==> src/rtl/spi_flash_arbiter.sv <==
// Two-master arbiter sharing the SPI boot flash between the bootstrap engine and
// the external host, with a chip-select guard gap and a grant-hold watchdog.
module spi_flash_arbiter #(
   parameter int unsigned GUARD_CYCLES   = 4,
   parameter int unsigned TIMEOUT_CYCLES = 0,
   parameter logic        SCK_IDLE       = 1'b0
) (
   input  logic       HCLK,
   input  logic       HRESET,
   input  logic       DEBUG_MODE,
   input  logic       BOOT_REQ,
   output logic       BOOT_GNT,
   input  logic       BOOT_SCK,
   input  logic       BOOT_SDO,
   input  logic       BOOT_SS,
   output logic       BOOT_SDI,
   input  logic       HOST_REQ,
   output logic       HOST_GNT,
   input  logic       HOST_SCK,
   input  logic       HOST_SDO,
   input  logic       HOST_SS,
   output logic       HOST_SDI,
   output logic       FLASH_SCK,
   output logic       FLASH_SDO,
   output logic       FLASH_SS,
   input  logic       FLASH_SDI,
   output logic [1:0] OWNER,
   output logic       TIMEOUT_ERR
);

   // Encoding doubles as the OWNER code.
   typedef enum logic [1:0] {
      IDLE     = 2'b00,
      GNT_BOOT = 2'b01,
      GNT_HOST = 2'b10,
      GUARD    = 2'b11
   } state_t;

   localparam logic [7:0]  GUARD_LOAD  = 8'(GUARD_CYCLES - 1);
   localparam logic [23:0] TIMEOUT_VAL = 24'(TIMEOUT_CYCLES);

   state_t      state;
   logic [7:0]  guard_cnt;
   logic [23:0] hold_cnt;
   logic        lock_boot;
   logic        lock_host;

   logic boot_elig, host_elig, granted, owner_req, timeout_hit;

   assign boot_elig   = BOOT_REQ && !DEBUG_MODE && !lock_boot;
   assign host_elig   = HOST_REQ && !lock_host;
   assign granted     = (state == GNT_BOOT) || (state == GNT_HOST);
   assign owner_req   = (state == GNT_BOOT) ? BOOT_REQ : HOST_REQ;
   assign timeout_hit = granted && (TIMEOUT_VAL != 24'd0) && (hold_cnt == TIMEOUT_VAL);

   // NOTE: all state uses non-blocking assignments and the reset branch is
   // sampled on the clock edge, so every register updates from pre-edge values.
   always_ff @(posedge HCLK) begin
      if (HRESET) begin
         state     <= IDLE;
         guard_cnt <= 8'd0;
         hold_cnt  <= 24'd0;
         lock_boot <= 1'b0;
         lock_host <= 1'b0;
      end else begin
         // A watchdog lockout lasts until the master drops its request.
         lock_boot <= BOOT_REQ && (lock_boot || (timeout_hit && state == GNT_BOOT));
         lock_host <= HOST_REQ && (lock_host || (timeout_hit && state == GNT_HOST));

         case (state)
            GNT_BOOT, GNT_HOST: begin
               if (timeout_hit || !owner_req) begin
                  state     <= GUARD;
                  guard_cnt <= GUARD_LOAD;
               end else begin
                  hold_cnt <= hold_cnt + 24'd1;
               end
            end
            default: begin
               if (state == GUARD && guard_cnt != 8'd0) begin
                  guard_cnt <= guard_cnt - 8'd1;
               end else if (boot_elig) begin
                  state    <= GNT_BOOT;
                  hold_cnt <= 24'd1;
               end else if (host_elig) begin
                  state    <= GNT_HOST;
                  hold_cnt <= 24'd1;
               end else begin
                  state <= IDLE;
               end
            end
         endcase
      end
   end

   assign BOOT_GNT    = (state == GNT_BOOT);
   assign HOST_GNT    = (state == GNT_HOST);
   assign OWNER       = state;
   assign TIMEOUT_ERR = timeout_hit;
   assign BOOT_SDI    = FLASH_SDI;
   assign HOST_SDI    = FLASH_SDI;

   // NOTE: every output gets a default first so no latch is inferred.
   always_comb begin
      FLASH_SCK = SCK_IDLE;
      FLASH_SDO = 1'b0;
      FLASH_SS  = 1'b1;
      if (state == GNT_BOOT) begin
         FLASH_SCK = BOOT_SCK;
         FLASH_SDO = BOOT_SDO;
         FLASH_SS  = BOOT_SS;
      end else if (state == GNT_HOST) begin
         FLASH_SCK = HOST_SCK;
         FLASH_SDO = HOST_SDO;
         FLASH_SS  = HOST_SS;
      end
   end

endmodule

==> config.mk <==
export PLATFORM = sky130hd
export DESIGN_NAME = spi_flash_arbiter
export DESIGN_NICKNAME = d
export VERILOG_FILES = /design/src/rtl/spi_flash_arbiter.sv
export SDC_FILE = /design/constraint.sdc
export NUM_CORES = 1
export LEC_CHECK = 0
export BUFFER_PORTS_ARGS = -buffer_cell sky130_fd_sc_hd__buf_2
export CAP_MARGIN = 20
export CORE_ASPECT_RATIO = 1.75
export CORE_MARGIN = 5
export CORE_UTILIZATION = 25
export CTS_BUF_LIST = sky130_fd_sc_hd__clkbuf_4
export CTS_CLUSTER_DIAMETER = 150
export DETAILED_ROUTE_END_ITERATION = 8
export GPL_TIMING_DRIVEN = 0
export PLACE_DENSITY_LB_ADDON = 0.1
export SLEW_MARGIN = 30
export SYNTH_ARGS = -nofsm -noshare
export SYNTH_HDL_FRONTEND = slang
export SYNTH_SLANG_ARGS = --single-unit
==> constraint.sdc <==
create_clock -name HCLK -period 2.3 [get_ports HCLK]
set_clock_uncertainty 0.2 [all_clocks]
set_input_delay 0.46 -clock HCLK [delete_from_list [all_inputs] [get_ports HCLK]]
set_output_delay 0.46 -clock HCLK [all_outputs]
set_load 0.1 [all_outputs]
Yosys cells after proc, flatten, opt, wreduce, memory -nomap -nowiden
Cells that the tools add are included.

Add/sub/neg operators: 1. Equality and inequality tests: 5. Reduce and logical (&&, ||, !) cells: 14. Mux-type cells: 15.

Operators by type and width (count): two-way mux 8 bit (3); two-way mux 2 bit (5); nonzero test 8 bit (1); subtractor 8 x 1 -> 8 bit (second input constant) (1); two-way mux 1 bit (7); logical AND 1 bit (6); equality test 2 bit (second input constant) (2); AND reduction 2 bit (2); zero test 1 bit (3); equality test 2 x 1 -> 1 bit (second input constant) (1); != test 2 x 1 -> 1 bit (second input constant) (1); != test 2 bit (second input constant) (1); nonzero test 2 bit (1); OR reduction 2 bit (1).

Register bits: 12. Output and inout port bits: 10. Input port bits: 12. Word-level logic and storage cells: 39.

Depth between registers and ports, before layout
Gate-level depths: netlist (run 1).

Depth after elaboration: 6. Depth in mapped cells: 6. Gate-level depth less buffers: 6.

Least setup slack after synthesis (run 1)
No wires, ideal clock.

Path kind: reg2out. From: register state[0], in the netlist OWNER[0]. To: output FLASH_SS. Setup slack: -2.081 ns. Path buffers: 0. Arrival time: 3.721 ns. Data required time: 1.640 ns. Stages on the path, launching flop included: 4. Cells stage by stage: dfxtp_1 ha_1 nor2b_1 a21oi_1.

Elaborated cells on any way between the ends: 4. Those cells by class: eq/ne: 2; mux: 2.

RTL lines: from (decl) (line 42) `state_t state;`; from (signal assigned) (line 60) `state <= IDLE;`; from (signal assigned) (line 73) `state <= GUARD;`; from (signal assigned) (line 83) `state <= GNT_BOOT;`; equality test 2 x 1 -> 1 bit; net BOOT_GNT (line 12) `output logic BOOT_GNT,`; two-way mux 1 bit (line 108) `if (state == GNT_BOOT) begin`; to (decl) (line 25) `output logic FLASH_SS,`.

The timed path passes the listed nets, and every way through them passes these cells.

Final worst setup path (run 1)
From: register state[1], in the netlist OWNER[1]. To: output FLASH_SS.

Cells in the longest elaborated chain, start to end: 3. Elaborated cells on any way between the ends: 4. Those cells by class: eq/ne: 2; mux: 2.

RTL lines: equality test 2 bit (line 112) `end else if (state == GNT_HOST) begin`; two-way mux 1 bit (line 112); two-way mux 1 bit * (line 108).

Mark *: on every way between the ends. The rest lies on a longest branch, timed or not.

==> results of run 1 <==
logic make-up (layout without fill, tap and decap cells):
family | Yosys count | in the layout | share of synthesized area [%]
buffers and inverters | 14 | 37 | 8.50
other | 1 | 1 | 0.500
and+or+nand+nor | 31 | 31 | 26.8
DFF | 12 | 12 | 32.0
AOI/OAI and AO/OA | 24 | 24 | 22.5
adders and majority gates | 5 | 5 | 8.33
muxes | 1 | 1 | 1.33
Yosys cell counts, types with 3 or more instances:
cell	count
inv_1	10
nor2b_1	5
nand2b_1	3
o21ai_0	3
ha_1	5
dfxtp_1	12
buf_4	3
nor3_1	4
a21oi_1	6
nand2_1	3
metrics by stage:
stage	instance area, um^2	utilization, %	std cells	setup TNS [ps]	hold slack (ps)
6_report	992	34.3	139	0	256
5_1_grt	992	34.3	139	0	266
4_1_cts	983	34.0	139	0	251
3_5_place_dp	957	33.1	135	0	276
3_3_place_gp	957	33.1	135	0	270
2_1_floorplan	827	-	88	-17.9	252
cell type report:
class | count | area [um^2]
Inverter | 10 | 37.5
Multi-Input combinational cell | 62 | 519
Buffer | 4 | 26.3
Fill cell | 305 | 1900
Timing Repair Buffer | 19 | 100
Clock inverter | 1 | 3.75
Sequential cell | 12 | 248
Tap cell | 28 | 35.0
Clock buffer | 3 | 22.5
per-layer routing:
layer	global-route usage (%)	up-vias	share of wire, %
met5	0	-	0
met4	5.51	0	1.8
met3	1.62	4	3.1
met2	17.7	11	59
met1	10.5	321	36
li1	-	364	-
path summary, 6_finish.rpt:
path	end	cells past startpoint	startpoint
max reg2reg	guard_cnt[6]$_SDFFE_PP0P_	6	guard_cnt[0]$_SDFFE_PP0P_
min reg2reg	lock_host$_SDFF_PP0_	1	lock_host$_SDFF_PP0_
min	lock_boot$_SDFF_PP0_	2	BOOT_REQ
max	FLASH_SS	5	OWNER[1]$_SDFFE_PP0P_
power breakdown:
group          leakage [nW]  switching, mW  internal [mW]
Sequential           0.0987         0.0165          0.221
Combinational         0.288          0.248          0.109
Clock                0.0154         0.0722         0.0627
placed cells by master (no fill, tap or decap), types with 2 or more instances in the layout:
master	count
a21oi_1	4
inv_2	2
nor3b_1	2
ha_1	3
and3_1	2
or3b_1	2
o21ai_0	3
dfxtp_4	2
dfxtp_1	10
nor2b_1	3
ha_4	2
clkbuf_4	5
buf_4	3
inv_1	8
nor2b_4	2
nor3_1	4
nand3_1	2
a211oi_1	2
a22o_4	2
nand2_1	3
o21ai_1	2
buf_2	17
nand2b_1	3
worst max-delay path, delay by kind of cell, from the launching register on:
family                   cells  cell delay [ps]
adder cells (fa/ha/maj)      1              180
AO/OA/AOI/OAI                1               90
flip-flops                   1              380
AND/OR/NAND/NOR              1              130
buffers and inverters        2              480
flip-flops by register name (all words and copies together) (netlist names):
| name | count |
|---|---|
| lock_host | 1 |
| OWNER | 2 |
| lock_boot | 1 |
| guard_cnt | 8 |
==> reports/qor.yml, run 1 <==
global_routing:
  overflow: 0
  grt_pass1_wl_um: 3140
  antenna_found_initial: 0
  grt_start_max_net_pins: 11
  grtUsageTotal_pct: 9.79
  first_global_vias: 691
synthesis:
  synth_cell_types: 37
  synth.cell_area_um2: 751
  post_synth.cell_area_avg_um2: 8.53
  yosys.area.top_type_share_pct: 32.0
  synth-async-reset-ratio_pct: 0
  ys_ff_latch: 12
  ys_dominant_reg_cell: "dfxtp_1"
  synth-warning-count: 0
  synth_enable_flop_cells: 0
  syn-num-nets: 105
  post_synth_main_area_contributors: "dfxtp_1 32%, ha_1 8.3%, inv_1 5.0%"
  yosysTopAreaCell: "dfxtp_1"
  postSynthCellCount: 88
  ys_seq_area_share_pct: 32.0
layout:
  count_of_inserted_antenna_diode_cells: 0
  layout-drive-gt1-share_pct: 36.0
  syn_to_final_growth_pct: 32.2
  design.final.nets: 129
outcome:
  run_status: "complete, no violations"
detailed_routing:
  routed_wire_length_per_instance_um: 13.4
  dr.first_iter.drc_count: 15
  vias: 700
  detail_route.first_pass.iterations: 4
  route.detailed.vias_per_inst: 5.04
  drc: 0
  drt_wl_total_um: 1870
  detail-route-antenna-nets: 0
sta:
  max_clk_rate_mhz: 453
  grt_setup_unrepaired: "no"
  final.min_clock_period_ps: 2210
  final.period_utilization_pct: 95.9
  final-max-slew-violation-count: 0
  final_hold_violating_endpoints: 0
  timing.final.setup_violations: 0
  final_critical_path_setup_slack_ps: 94.1
cts:
  clk_root_buffer_cell: "clkbuf_4"
  post_cts_setup_buffers: 0
  clock_sinks: 12
  clk_latency_ps: 280
  postCtsResizedCells: 0
  cts_buffers: 3
  cts_hold_repair.buffers: 0
  cts_tree: "yes"
  clk_path_buf_depth: 2
  htree_num_levels: 1
  cts.reportedPaths.clkPinSlew_ps: 90
floorplanning:
  fp.dieW_um: 51.4
  floorplan.die_area_um2: 4240
  die_y_um: 82.5
  rows: 26
  initial_utilization_pct: 25.9
  io_pins: 22
  floorplan.core_area_um2: 2900
critical_path:
  critical_setup_path_class: "reg2out"
  timing.critical_path.cells: "inv_2, ha_4, nor2b_4, a21oi_4, buf_2"
  timing.critical_path.to_type: "output pin"
  worst_setup_path_start_kind: "register"
  setup_slack_reg_to_reg_ps: 160
  crit_path_max_fanout: 6
  timing.critical_path.arrival_ps: 1550
  cpMaxStageDelayCell: "buf_2"
  crit_required_ps: 1640
  critical-path-max-stage-delay_ps: 430
power_and_ir_drop:
  peakVddDrop_mv: 0.301
  power-per-cell-area_nw_per_um2: 736
  total_power_mw: 0.730
  power_leakage_nw: 0.402
run:
  maxCapViolCount: 0
placed_design:
  pre_cts_slack_ps: 110
  io_buffer_count: 19
  gp_congestion: 0.759
  post-dp-hpwl_um: 1540
worst_hold_path:
  worst_min_path_class: "in2reg"
(Power assumes the default switching activity.)
==> inputs of run 2 (changes only) <==
--- a/config.mk
+++ b/config.mk
@@ -5,6 +5,7 @@
 export SDC_FILE = /design/constraint.sdc
 export NUM_CORES = 1
 export LEC_CHECK = 0
+export ABC_AREA = 1
 export BUFFER_PORTS_ARGS = -buffer_cell sky130_fd_sc_hd__buf_2
 export CAP_MARGIN = 20
 export CORE_ASPECT_RATIO = 1.75
==> run 2 against run 1 <==
Maximum frequency decreased by 0.72%. Non-clock buffer count shrank 1. Critical endpoint is now FLASH_SCK. Via count grew 9.9%. Critical path type unchanged. Register-to-register slack better by 320 ps. Area after synthesis rose by 4.8%. Highest routed layer unchanged.
==> reports/qor.yml, run 2 <==
global_routing:
  grt_start_max_net_pins: 9  # -2
  grt_pass1_wl_um: 3210  # +2.2%
  grtUsageTotal_pct: 9.68  # -0.10 points
  antenna_found_initial: 0  # unchanged
  first_global_vias: 768  # +11%
  overflow: 0  # unchanged
detailed_routing:
  dr.first_iter.drc_count: 9  # -6
  drt_wl_total_um: 1860  # -0.64%
  met2WireLength_um: 1030  # -6.6%
  met1Wirelength_um: 676  # +0.60%
  route.detailed.vias_per_inst: 4.13  # -18%
  route.met3.wl_um: 102  # +76%
  detail_route.first_pass.iterations: 4  # unchanged
  routed_wire_length_per_instance_um: 9.98  # -26%
  vias: 769  # +9.9%
  drc: 0  # unchanged
  detail-route-antenna-nets: 0  # unchanged
  route.top_layer_used: "met4"
sta:
  final.period_utilization_pct: 96.6  # +0.69 points
  grt_setup_unrepaired: "no"
  timing.final.setup_violations: 0  # unchanged
  max_clk_rate_mhz: 450  # -0.72%
  final-max-slew-violation-count: 0  # unchanged
  final.min_clock_period_ps: 2220  # +15.9 ps
  final_hold_violating_endpoints: 0  # unchanged
  totalNegativeSetupSlack_ps: 0  # unchanged
worst_hold_path:
  worst_min_path_class: "in2reg"
  worst_hold_startpoint: "BOOT_REQ"
  holdPathEnd: "lock_boot$_SDFF_PP0_"
  hold_path_depth: 3  # +1
layout:
  design.final.nets: 161  # +25%
  max_flop_register: "guard_cnt"
  count_of_inserted_antenna_diode_cells: 0  # unchanged
  final_cell_mix: "26 x nand2_1, 18 x nor2_1, 18 x buf_2"
  mostFrequentLayoutCell: "nand2_1"
  flip_flop_count_of_the_largest_register_all_copies_and_words_added: 8  # unchanged
  layout-drive-gt1-share_pct: 32.9  # -3.2 points
  syn_to_final_growth_pct: 28.0
cts:
  clk_root_buffer_cell: "clkbuf_4"
  post_cts_setup_buffers: 0  # unchanged
  clock_sinks: 12  # unchanged
  clk_latency_ps: 280  # about the same
  cts_buffers: 3  # unchanged
  htree_num_levels: 1  # unchanged
  clk_path_buf_depth: 2  # unchanged
  cts.reportedPaths.clkPinSlew_ps: 80  # about the same
  cts_tree: "yes"
critical_path:
  critical_setup_path_class: "reg2out"
  worstReg2RegEnd: "guard_cnt[7]$_SDFFE_PP0P_"
  r2r_start: "OWNER[0]$_SDFFE_PP0P_"
  cpMaxStageDelayCell: "buf_2"
  crit_path_max_fanout: 6  # unchanged
  timing.critical_path.to_type: "output pin"
  setup_slack_reg_to_reg_ps: 480  # +320 ps
  critical_path.top_delay_family: "buffers and inverters"
  critical-path-max-stage-delay_ps: 410  # -20 ps
  crit_buf_inv: 3  # +1
  timing.critical_path.arrival_ps: 1560  # about the same
  crit_required_ps: 1640  # about the same
  timing.critical_path.cells: "inv_1, ha_4, inv_2, nand3_1, nand2_2, buf_2"
  worstSetupPathDepth: 6  # +1
  rr_worst_depth: 10  # +4
  worst_setup_path_start_kind: "register"
synthesis:
  synth-warning-count: 0  # unchanged
  ys_ff_latch: 12  # unchanged
  ys_seq_area_share_pct: 30.5  # -1.5 points
  syn-num-nets: 137  # +30%
  yosysTopAreaCell: "dfxtp_1"
  synth-async-reset-ratio_pct: 0  # unchanged
  synth.cell_area_um2: 787  # +4.8%
  post_synth.cell_area_avg_um2: 6.56  # -23%
  synth_enable_flop_cells: 0  # unchanged
  synth.cells.most_frequent: "28 x nand2_1, 18 x nor2_1, 15 x inv_1"
  post-synth-top-count-cell: "nand2_1"
  ys_dominant_reg_cell: "dfxtp_1"
  post_synth_main_area_contributors: "dfxtp_1 31%, nand2_1 13%, nor2_1 8.6%"
  synth_cell_types: 22  # -41%
  postSynthCellCount: 120  # +36%
  yosys.area.top_type_share_pct: 30.5  # -1.5 points
floorplanning:
  die_y_um: 84.2  # +2.1%
  fp.dieW_um: 52.4  # +1.9%
  io_pins: 22  # unchanged
  floorplan.core_area_um2: 3110  # +7.3%
  initial_utilization_pct: 25.3  # -0.61 points
  floorplan.die_area_um2: 4410  # +4.1%
  rows: 27  # +3.8%
outcome:
  run_status: "complete, no violations"
placed_design:
  io_buffer_count: 19  # unchanged
  post-dp-hpwl_um: 1580  # +2.5%
  gp_congestion: 0.699  # -7.8%
run:
  maxCapViolCount: 0  # unchanged
-- run 2: cell types whose count changed after synthesis, sizes merged, moves of 3 or more --
cell    before  now
nand2        3   32
nor2         1   20
inv         10   21
nand3        2   13
nor2b        5    0
nand2b       3    0
o21ai        5    2
-- run 2: tightest hold or removal path: stages --
cell and delay [ps]:
buf_2 110, nand2_1 50, nor2_1 30
-- run 2: worst max path at each step --
stage                                     start   endpoint  slack (ps)
after CTS                 OWNER[1]$_SDFFE_PP0P_  FLASH_SCK          50
final                     OWNER[1]$_SDFFE_PP0P_  FLASH_SCK          80
after global routing      OWNER[1]$_SDFFE_PP0P_  FLASH_SCK          20
after floorplan           OWNER[1]$_SDFFE_PP0P_  FLASH_SCK        -110
after global placement    OWNER[1]$_SDFFE_PP0P_   FLASH_SS         320
after detailed placement  OWNER[1]$_SDFFE_PP0P_   FLASH_SS         310
-- run 2: cells by family after synthesis --
family,Yosys count,share of synthesized area [%]
AO/OA/AOI/OAI,10,6.52
flip-flops,12,30.5
other,1,0.476
buffers and inverters,24,13.2
adder cells (fa/ha/maj),5,7.95
AND/OR/NAND/NOR,68,41.3
-- run 2: through the flow --
| step | setup slack (ps) | instance area, um^2 | hold slack, ps | utilization, % | std cells |
|---|---|---|---|---|---|
| 3_3_place_gp | 316 | 978 | 224 | 31.5 | 182 |
| 4_1_cts | 54.9 | 1010 | 217 | 32.4 | 186 |
| 2_1_floorplan | -111 | 830 | 217 | - | 120 |
| 6_report | 78.2 | 1010 | 224 | 32.4 | 186 |
| 3_5_place_dp | 311 | 978 | 229 | 31.5 | 182 |
| 5_1_grt | 15.9 | 1010 | 238 | 32.4 | 186 |
-- run 2: cell type report --
type | instances | area (um^2)
clock buffers | 3 | 22.5
flip-flops and latches | 12 | 248
repair buffers | 19 | 97.6
fillers | 373 | 2100
well taps | 43 | 53.8
clock inverters | 1 | 3.75
multi-input cells | 84 | 478
inverters | 21 | 81.3
plain buffers | 3 | 22.5
-- run 2: what timing repair did --
item / 4_1_cts / 5_1_grt
hold buffers: 0 / 0
gates resized for setup: 1 / 0
endpoints found under the setup margin: 1 / 0
endpoints found under the hold margin: 0 / 0
-- run 2: per-layer routing --
| metal | vias up | GRT usage [%] |
|---|---|---|
| li1 | 411 | - |
| met1 | 330 | 9.07 |
| met2 | 23 | 18.2 |
| met3 | 5 | 1.78 |
| met4 | 0 | 5.58 |
| met5 | - | 0 |
Power of run 2 is left out: the tool's default activity adds up to more than one toggle a clock period on the data nets, which glitch-free logic cannot reach.
==> inputs of run 3 (changes only) <==
--- a/config.mk
+++ b/config.mk
@@ -8,9 +8,8 @@
 export ABC_AREA = 1
 export BUFFER_PORTS_ARGS = -buffer_cell sky130_fd_sc_hd__buf_2
 export CAP_MARGIN = 20
-export CORE_ASPECT_RATIO = 1.75
 export CORE_MARGIN = 5
-export CORE_UTILIZATION = 25
+export CORE_UTILIZATION = 48
 export CTS_BUF_LIST = sky130_fd_sc_hd__clkbuf_4
 export CTS_CLUSTER_DIAMETER = 150
 export DETAILED_ROUTE_END_ITERATION = 8
==> constraint.sdc (replaced) <==
create_clock -name HCLK -period 1.92 [get_ports HCLK]
set_clock_uncertainty 0.2 [all_clocks]
set_input_delay 0.384 -clock HCLK [delete_from_list [all_inputs] [get_ports HCLK]]
set_output_delay 0.384 -clock HCLK [all_outputs]
set_load 0.1 [all_outputs]
==> run 3 against run 2 <==
Cell area rose by 6.1%. Global-route usage rose by 4.5 points. Register-to-register slack got worse by 310 ps. Sequential cell count did not move. Setup slack got worse by 78 ps. Critical path depth did not move. Clock-buffer cell count did not move. Worst hold slack got worse by 87 ps. Wire length fell by 14%. Non-clock buffer count rose by 2. Critical path type unchanged. Largest cell class unchanged. Highest routed layer unchanged.
==> reports/qor.yml, run 3 (synthesis gave the netlist of run 2 again) <==
outcome:
  run_status: "complete, no violations"
detailed_routing:
  route.detailed.vias_per_inst: 4.80  # +16%
  vias: 772  # +0.39%
  routed_wire_length_per_instance_um: 9.95  # -0.28%
  detail_route.first_pass.iterations: 4  # unchanged
  drc: 0  # unchanged
  drt_wl_total_um: 1600  # -14%
  detail-route-antenna-nets: 0  # unchanged
  dr.first_iter.drc_count: 15  # +6
cts:
  clk_latency_ps: 270  # about the same
  htree_num_levels: 1  # unchanged
  clock_sinks: 12  # unchanged
  cts_buffers: 3  # unchanged
  clk_path_buf_depth: 2  # unchanged
  cts_tree: "yes"
  clk_root_buffer_cell: "clkbuf_4"
  cts.reportedPaths.clkPinSlew_ps: 80  # about the same
critical_path:
  worst_setup_path_start_kind: "register"
  critical_setup_path_class: "reg2out"
  crit_required_ps: 1340  # -300 ps
  setup_slack_reg_to_reg_ps: 170  # -310 ps
  worstReg2RegEnd: "guard_cnt[3]$_SDFFE_PP0P_"
  rr_worst_depth: 10  # unchanged
  crit_end: "FLASH_SS"
  r2r_start: "OWNER[1]$_SDFFE_PP0P_"
  worst_setup_path_startpoint: "OWNER[1]$_SDFFE_PP0P_"
  timing.critical_path.arrival_ps: 1340  # -220 ps
  crit_path_max_fanout: 6  # unchanged
  timing.critical_path.to_type: "output pin"
floorplanning:
  die_y_um: 50.5  # -40%
  io_pins: 22  # unchanged
  rows: 14  # -48%
  initial_utilization_pct: 51.6  # +26 points
  fp.dieW_um: 50.5  # -3.7%
  floorplan.core_area_um2: 1520  # -51%
  floorplan.die_area_um2: 2550  # -42%
layout:
  syn_to_final_growth_pct: 35.8
  mostFrequentLayoutCell: "nand2_1"
  layoutNonFillerInstCount: 161  # -13%
  fill_cells: 140  # -62%
  final_cell_mix: "26 x nand2_1, 17 x nor2_1, 15 x buf_2"
  design.final.nets: 163  # +1.2%
  max_flop_register: "guard_cnt"
  layout-drive-gt1-share_pct: 35.9  # +3.0 points
  flip_flop_count_of_the_largest_register_all_copies_and_words_added: 8  # unchanged
  count_of_inserted_antenna_diode_cells: 0  # unchanged
placed_design:
  dpl.cell_count: 155  # -15%
  post-dp-hpwl_um: 1290  # -18%
  gp_congestion: 0.728  # +4.1%
  io_buffer_count: 19  # unchanged
sta:
  final_hold_violating_endpoints: 0  # unchanged
  max_clk_rate_mhz: 521
  worst_hold_slack_ps: 137  # -87.1 ps
  final.period_utilization_pct: 100
  grt_setup_unrepaired: "yes"
  timing.final.setup_violations: 0  # unchanged
  final-max-slew-violation-count: 0  # unchanged
  final.min_clock_period_ps: 1920
global_routing:
  first_global_vias: 711  # -7.4%
  grt_pass1_wl_um: 2840  # -12%
  grtUsageTotal_pct: 14.2  # +4.5 points
  grt_start_max_net_pins: 9  # unchanged
  overflow: 0  # unchanged
  antenna_found_initial: 0  # unchanged
worst_hold_path:
  worst_min_path_class: "in2reg"
run:
  maxCapViolCount: 0  # unchanged
## run 3: cell count changes in the layout (fill, tap and decap cells not counted), sizes merged
cell,previous run,this run
buf,22,24
## run 3: area by class of cell
cell class / count / area, um^2 / area share, %
Clock buffer: 3 / 22.5 / 2.11
Sequential cell: 12 / 248 / 23.2
Inverter: 21 / 88.8 / 8.31
Multi-Input combinational cell: 84 / 505 / 47.3
Buffer: 3 / 22.5 / 2.11
Clock inverter: 1 / 3.75 / 0.351
Timing Repair Buffer: 21 / 158 / 14.8
Tap cell: 16 / 20.0 / 1.87
## run 3: metrics by stage
| step | area [um^2] | setup TNS [ps] | setup slack [ps] | util (%) |
|---|---|---|---|---|
| finish | 1070 | 0 | 0.0611 | 70.1 |
| detailed placement | 970 | 0 | 68.0 | 63.6 |
| floorplan | 855 | -499 | -339 | - |
| global placement | 970 | 0 | 73.2 | 63.6 |
| CTS | 1050 | -13.2 | -13.2 | 69.1 |
| global route | 1070 | -237 | -75.8 | 70.1 |
## run 3: worst min-delay path by stage
stage,start,end,slack [ps],cells after the start
floorplan,lock_boot$_SDFF_PP0_,lock_boot$_SDFF_PP0_,220,2
global placement,lock_boot$_SDFF_PP0_,lock_boot$_SDFF_PP0_,230,2
detailed placement,lock_boot$_SDFF_PP0_,lock_boot$_SDFF_PP0_,230,2
CTS,BOOT_REQ,lock_boot$_SDFF_PP0_,130,3
global route,BOOT_REQ,lock_boot$_SDFF_PP0_,140,3
finish,BOOT_REQ,lock_boot$_SDFF_PP0_,140,3
## run 3: worst max-delay path, stage by stage, from the launching register on
cell,delay [ps]
dfxtp_4,370
inv_4,40
ha_4,180
inv_6,80
nor2_4,40
a31oi_4,160
buf_12,190
## run 3: repair_timing
| item | CTS | global route |
|---|---|---|
| hold endpoints to repair | 0 | 0 |
| buffers inserted | 1 | 1 |
| setup endpoints to repair | 5 | 5 |
| hold buffers | 0 | 0 |
| pin swaps | 1 | 0 |
| gates resized for setup | 14 | 3 |
## run 3: metal layers
layer | part of all wire, % | GRT usage, %
met5 | 0 | 0
met1 | 44 | 17.5
met4 | 2.1 | 6.38
met3 | 8.9 | 3.55
met2 | 45 | 22.9
Power of run 3 is left out for the same reason.
